**config.mk**
```make
export PLATFORM = sky130hd
export DESIGN_NAME = mem_store_flat
export DESIGN_NICKNAME = d
export VERILOG_FILES = /design/src/rtl/mem_store_if.sv /design/src/rtl/mem_store.sv /design/src/flat_wrapper.sv
export SDC_FILE = /design/constraint.sdc
export NUM_CORES = 1
export LEC_CHECK = 0
export ABC_AREA = 1
export ABC_CLOCK_PERIOD_IN_PS = 4400
export CAP_MARGIN = 20
export CELL_PAD_IN_SITES_DETAIL_PLACEMENT = 1
export CELL_PAD_IN_SITES_GLOBAL_PLACEMENT = 2
export CORE_MARGIN = 1.5
export CORE_UTILIZATION = 25
export CTS_BUF_LIST = sky130_fd_sc_hd__clkbuf_8 sky130_fd_sc_hd__clkbuf_16
export DETAILED_ROUTE_END_ITERATION = 16
export GPL_ROUTABILITY_DRIVEN = 0
export PLACE_DENSITY_LB_ADDON = 0.05
export SLEW_MARGIN = 40
export SYNTH_ARGS = -nofsm -noshare
export SYNTH_HDL_FRONTEND = slang
export SYNTH_SLANG_ARGS = --single-unit
export TNS_END_PERCENT = 100
```
**constraint.sdc**
```tcl
create_clock -name clk -period 4.4 [get_ports clk]
set_input_delay 0.88 -clock clk [delete_from_list [all_inputs] [get_ports clk]]
set_output_delay 0.88 -clock clk [all_outputs]
set_load 0.02 [all_outputs]
```
**src/rtl/mem_store_if.sv**
```systemverilog
// Request/RAM-write bundle for mem_store: store request inputs, RAM byte port
// and status outputs, with the requester as master and mem_store as slave.
interface mem_store_if #(
  parameter int RAM_ADDR_WIDTH = 17
);
  logic                      rdy;
  logic                      start_i;
  logic [1:0]                size_i;
  logic [31:0]               addr_i;
  logic [31:0]               data_i;
  logic                      we_RAM_o;
  logic [RAM_ADDR_WIDTH-1:0] waddr_RAM_o;
  logic [7:0]                wdata_RAM_o;
  logic                      busy_o;
  logic                      done_o;

  modport master (
    output rdy, start_i, size_i, addr_i, data_i,
    input  we_RAM_o, waddr_RAM_o, wdata_RAM_o, busy_o, done_o
  );

  modport slave (
    input  rdy, start_i, size_i, addr_i, data_i,
    output we_RAM_o, waddr_RAM_o, wdata_RAM_o, busy_o, done_o
  );
endinterface

```
**src/rtl/mem_store.sv**
```systemverilog
// Splits a byte/half/word store into consecutive little-endian RAM byte writes,
// freezing on rdy=0 and pulsing done_o once per request.
module mem_store #(
  parameter int RAM_ADDR_WIDTH = 17
) (
  input logic        clk,
  input logic        rst,
  mem_store_if.slave bus
);
  localparam logic [1:0] S_IDLE  = 2'd0;
  localparam logic [1:0] S_WRITE = 2'd1;
  localparam logic [1:0] S_DONE  = 2'd2;

  logic [1:0]                r_state;
  logic [1:0]                r_k;
  logic [1:0]                r_last;
  logic [RAM_ADDR_WIDTH-1:0] r_base;
  logic [31:0]               r_data;

  logic                      w_inWrite;
  logic [RAM_ADDR_WIDTH-1:0] w_waddr;
  logic [7:0]                w_byte;

  // r_last holds N-1 so the final byte is recognised without a full count
  always_ff @(posedge clk) begin
    if (!rst) begin
      r_state <= S_IDLE;
      r_k     <= 2'd0;
      r_last  <= 2'd0;
      r_base  <= '0;
      r_data  <= 32'h0;
    end else if (bus.rdy) begin
      case (r_state)
        S_IDLE: begin
          if (bus.start_i) begin
            if (bus.size_i == 2'b11) begin
              r_state <= S_DONE;
            end else begin
              r_base  <= bus.addr_i[RAM_ADDR_WIDTH-1:0];
              r_data  <= bus.data_i;
              r_k     <= 2'd0;
              r_last  <= (bus.size_i == 2'b00) ? 2'd0 :
                         (bus.size_i == 2'b01) ? 2'd1 : 2'd3;
              r_state <= S_WRITE;
            end
          end
        end
        S_WRITE: begin
          r_k <= r_k + 2'd1;
          if (r_k == r_last) r_state <= S_DONE;
        end
        S_DONE:  r_state <= S_IDLE;
        default: r_state <= S_IDLE;
      endcase
    end
  end

  always_comb begin
    w_byte = r_data[7:0];
    case (r_k)
      2'd1:    w_byte = r_data[15:8];
      2'd2:    w_byte = r_data[23:16];
      2'd3:    w_byte = r_data[31:24];
      default: w_byte = r_data[7:0];
    endcase
  end

  // Address sum wraps naturally at the RAM size
  assign w_inWrite       = (r_state == S_WRITE);
  assign w_waddr         = r_base + {{(RAM_ADDR_WIDTH-2){1'b0}}, r_k};
  assign bus.we_RAM_o    = w_inWrite & bus.rdy;
  assign bus.waddr_RAM_o = w_inWrite ? w_waddr : '0;
  assign bus.wdata_RAM_o = w_inWrite ? w_byte : 8'h00;
  assign bus.busy_o      = (r_state != S_IDLE);
  assign bus.done_o      = (r_state == S_DONE) & bus.rdy;
endmodule

```
**src/flat_wrapper.sv**
```systemverilog
// flat-port wrapper written by rule: the top's interface ports become plain ports
module mem_store_flat 
#(
  parameter int RAM_ADDR_WIDTH = 17
)
  (clk, rst, bus_rdy, bus_start_i, bus_size_i, bus_addr_i, bus_data_i, bus_we_RAM_o, bus_waddr_RAM_o, bus_wdata_RAM_o, bus_busy_o, bus_done_o);
  mem_store_if #(.RAM_ADDR_WIDTH(RAM_ADDR_WIDTH)) bus_i ();
  input logic clk;
  input logic rst;
  input wire logic [$bits(bus_i.rdy)-1:0] bus_rdy;
  input wire logic [$bits(bus_i.start_i)-1:0] bus_start_i;
  input wire logic [$bits(bus_i.size_i)-1:0] bus_size_i;
  input wire logic [$bits(bus_i.addr_i)-1:0] bus_addr_i;
  input wire logic [$bits(bus_i.data_i)-1:0] bus_data_i;
  output wire logic [$bits(bus_i.we_RAM_o)-1:0] bus_we_RAM_o;
  output wire logic [$bits(bus_i.waddr_RAM_o)-1:0] bus_waddr_RAM_o;
  output wire logic [$bits(bus_i.wdata_RAM_o)-1:0] bus_wdata_RAM_o;
  output wire logic [$bits(bus_i.busy_o)-1:0] bus_busy_o;
  output wire logic [$bits(bus_i.done_o)-1:0] bus_done_o;
  assign bus_i.rdy = bus_rdy;
  assign bus_i.start_i = bus_start_i;
  assign bus_i.size_i = bus_size_i;
  assign bus_i.addr_i = bus_addr_i;
  assign bus_i.data_i = bus_data_i;
  assign bus_we_RAM_o = bus_i.we_RAM_o;
  assign bus_waddr_RAM_o = bus_i.waddr_RAM_o;
  assign bus_wdata_RAM_o = bus_i.wdata_RAM_o;
  assign bus_busy_o = bus_i.busy_o;
  assign bus_done_o = bus_i.done_o;
  mem_store #(.RAM_ADDR_WIDTH(RAM_ADDR_WIDTH)) u_core (.clk(clk), .rst(rst), .bus(bus_i));
endmodule
```
==> metrics list <==
- Placed Area: 3750 µm²
- Final setup violation count: 0
- The tightest min-delay check is of the flop to flop type.
- Nets: 571
- Entering global routing, the biggest net connects 65 pins.
* Count of pins over their slew limit: 0
- Clock tree synthesis found a total of 55 sinks.
* Placement row count: 38
- Clock root cell: sky130_fd_sc_hd__clkbuf_16
- Synthesis instantiated 25 different standard cells from the library.
* Maximum net fanout on the critical path: 5
- Run status: complete, no violations
- Across the VDD grid, the largest voltage drop is 0.172 mV.
* Post-synthesis net count: 499
- The internal portion of the total power is 865 µW.
- Detailed placement ended at an HPWL of 6930 µm.
* Number of flip-flops and latches in the synthesized netlist: 55
- Layout cells sized above 1: 7.47%
* Post-CTS Repair Setup Buffers: 0
- Synthesized netlist cell count: 422
- Of the total power, the clock network draws 36.3%.
- GRT Residual Overflow: 0
- After clock tree synthesis, the flow added hold-fix buffers numbering 0.
- Total number of vias: 2927
- Syn avg cell area: 6.77 µm²
- Pin placement for this block handled 98 I/O pins.
- The repair_antennas step left the layout with diodes totalling 0.
- After layout, the worst path uses 79.3% of the clock period.
- Die width: 110 µm
- Startpoint Class: flop
- No sink is reached through more buffers than the 2 on the longest clock path.
- Relative contribution of combinational cells to total power: 17.7%
- Global routing usage summed across all routing layers: 16.3%
- The region available for standard cell placement spans 11000 µm².
* Clk Latency, worst-skew pair: 300 ps
- Switching power as a share of total power: 27.5%
- In this run, flip-flops and latches consume 46.0% of the power.
* Die area: 12100 µm²
* Highest clock frequency the design can meet: 286 MHz
- Hold is met by 467 ps.
* Max-Cap Viols: 0
* Via density per instance: 4.61
- From bottom edge to top edge, the die measures 110 µm.
* Vias in the first global route: 2982
* Util after Layout: 35.6%
* Number of DRC violations after detailed routing: 0
* Remaining max-slew budget at the tightest pin: 54.2%
* Sequential-to-total area share from yosys stat: 38.6%
* Ys Warns: 0
- Port buffer count: 82
- The first global-routing pass estimated 14900 µm of wire.
- Switching Power: 328 µW
- In this run the power density over the cells is 305 nW/µm².
- Classification of the worst setup path: flop to output port
* Synth-to-Final Area Change: 37.1%
- H-tree Lvls: 2
- Post-detailed-route wirelength per cell: 14.7 µm
- Setup slack on the worst reg-to-reg path comes out at 2810 ps.
- For this design the static power due to leakage is 1.40 nW.
- Post-route minimum period: 3490 ps
- Worst endpoint data arrival time: 2610 ps
- Antenna violations before repair: 0
- At the pin with the least slew margin, the transition time is 686 ps.
- Resized cells post-CTS: 0
* Post-synthesis instance area: 2860 µm²
- Router iterations before antenna repair: 4
- For this block, the routed nets add up to 9350 µm of wire.
* Sort of element at the end of the critical path: output port
* Final Hold Violating Endpoints: 0
* Clock-pin slew on the worst setup and hold paths: 80 ps
- Setup TNS: 0 ps
- Initial detailed-routing violation count: 68
- TritonCTS built the clock tree.
* Summed area of non-filler cells in the final layout: 3920 µm²
* Remaining antenna violation count: 0
* CTS buffer count: 5
- For the worst setup path, the data required time is 3520 ps.
- Setup clock skew after layout: 7.66 ps
* Unrepaired setup endpoints after global routing: false
* Effective utilization at floorplan: 26.0%
final cells by class:
type	count	area (µm²)
flip-flops and latches	55	1100
clock buffers	7	153
fillers	1398	7070
repair buffers	87	858
inverters	35	133
well taps	140	175
multi-input cells	310	1490
clock inverters	1	7.51
per-layer routing:
| metal | share of wire (%) | track usage, % |
|---|---|---|
| met1 | 46 | 20.6 |
| met2 | 50 | 29.0 |
| met3 | 4.0 | 2.96 |
| met4 | 0.51 | 2.97 |
| met5 | 0 | 0 |
stage by stage:
step           instances  power [mW]  worst slack [ps]
3_3_place_gp         627       0.772              1200
6_report             635        1.19               909
4_1_cts              635        1.21               858
3_5_place_dp         627       0.774              1200
2_1_floorplan        422       0.672              1930
5_1_grt              635        1.25               609
path summary, 6_finish.rpt:
check                                       start             endpoint  cells after the start
worst max-delay path                u_core.r_k[0]  bus_waddr_RAM_o[16]                      9
worst min register to register   u_core.r_data[1]     u_core.r_data[1]                      2
worst max register to register  u_core.r_state[0]     u_core.r_base[5]                      5
worst min-delay path             u_core.r_data[1]     u_core.r_data[1]                      2
cell usage in the layout, fill, tap and decap left out:
master,count
sky130_fd_sc_hd__ha_1,6
sky130_fd_sc_hd__a21oi_1,56
sky130_fd_sc_hd__clkdlybuf4s50_1,82
sky130_fd_sc_hd__clkinv_2,1
sky130_fd_sc_hd__o211ai_1,1
sky130_fd_sc_hd__nand3_1,8
sky130_fd_sc_hd__nand4_1,2
sky130_fd_sc_hd__dfxtp_1,55
sky130_fd_sc_hd__nor2_2,1
sky130_fd_sc_hd__nand2_1,133
sky130_fd_sc_hd__a21oi_2,11
sky130_fd_sc_hd__inv_1,34
sky130_fd_sc_hd__o21ai_0,34
sky130_fd_sc_hd__nor2_1,33
sky130_fd_sc_hd__clkbuf_8,2
sky130_fd_sc_hd__clkbuf_16,5
sky130_fd_sc_hd__nand2_2,10
sky130_fd_sc_hd__o21a_1,2
sky130_fd_sc_hd__a31oi_1,9
sky130_fd_sc_hd__buf_4,5
sky130_fd_sc_hd__fa_1,1
sky130_fd_sc_hd__clkinvlp_4,1
sky130_fd_sc_hd__nand4_2,1
sky130_fd_sc_hd__nor3_1,2
flip-flops by register name, summed over array words and instances (netlist names):
name            flops
u_core.r_last       2
u_core.r_data      32
u_core.r_k          2
u_core.r_base      17
u_core.r_state      2
power groups by stage:
stage | Combinational, mW | Clock [mW] | Sequential [mW]
4_1_cts | 0.216 | 0.447 | 0.548
5_1_grt | 0.238 | 0.464 | 0.552
2_1_floorplan | 0.120 | 0 | 0.552
3_5_place_dp | 0.215 | 0 | 0.560
6_report | 0.211 | 0.433 | 0.548
3_3_place_gp | 0.213 | 0 | 0.560
synth_stat cells:
master | n | share of area [%]
sky130_fd_sc_hd__buf_2 | 4 | 0.70
sky130_fd_sc_hd__dfxtp_1 | 55 | 39
sky130_fd_sc_hd__a21oi_2 | 11 | 3.4
sky130_fd_sc_hd__clkinv_2 | 1 | 0.18
sky130_fd_sc_hd__o211ai_1 | 1 | 0.26
sky130_fd_sc_hd__nor2_1 | 33 | 4.3
sky130_fd_sc_hd__o21ai_0 | 34 | 6.0
sky130_fd_sc_hd__clkbuf_1 | 10 | 1.3
sky130_fd_sc_hd__nor2_2 | 1 | 0.22
sky130_fd_sc_hd__nand4_2 | 1 | 0.44
sky130_fd_sc_hd__a31oi_1 | 9 | 2.0
sky130_fd_sc_hd__ha_1 | 6 | 2.6
sky130_fd_sc_hd__fa_1 | 1 | 0.70
sky130_fd_sc_hd__buf_12 | 1 | 0.70
sky130_fd_sc_hd__inv_1 | 34 | 4.5
sky130_fd_sc_hd__nand2_2 | 10 | 2.2
sky130_fd_sc_hd__nand2_1 | 133 | 17
sky130_fd_sc_hd__a21oi_1 | 56 | 9.8
sky130_fd_sc_hd__buf_6 | 1 | 0.39
sky130_fd_sc_hd__o21a_1 | 2 | 0.53
sky130_fd_sc_hd__buf_1 | 4 | 0.53
sky130_fd_sc_hd__buf_8 | 2 | 1.1
sky130_fd_sc_hd__nor3_1 | 2 | 0.35
sky130_fd_sc_hd__nand4_1 | 2 | 0.44
sky130_fd_sc_hd__nand3_1 | 8 | 1.4
cell families after synthesis:
logic type                 Yosys count  share of synthesized area [%]
and+or+nand+nor                    190                           26.9
DFF                                 55                           38.6
AOI/OAI and AO/OA                  113                           21.9
adders and majority gates            7                           3.33
buffers and inverters               57                           9.33
critical path: stages, from the launching register on:
cell,delay [ps]
sky130_fd_sc_hd__dfxtp_1,430
sky130_fd_sc_hd__ha_1,220
sky130_fd_sc_hd__fa_1,230
sky130_fd_sc_hd__nand2_1,80
sky130_fd_sc_hd__nor2_1,230
sky130_fd_sc_hd__nand2_1,180
sky130_fd_sc_hd__o21ai_0,190
sky130_fd_sc_hd__nand2_1,60
sky130_fd_sc_hd__nor2_1,90
sky130_fd_sc_hd__clkdlybuf4s50_1,610
(Power assumes the default switching activity.)
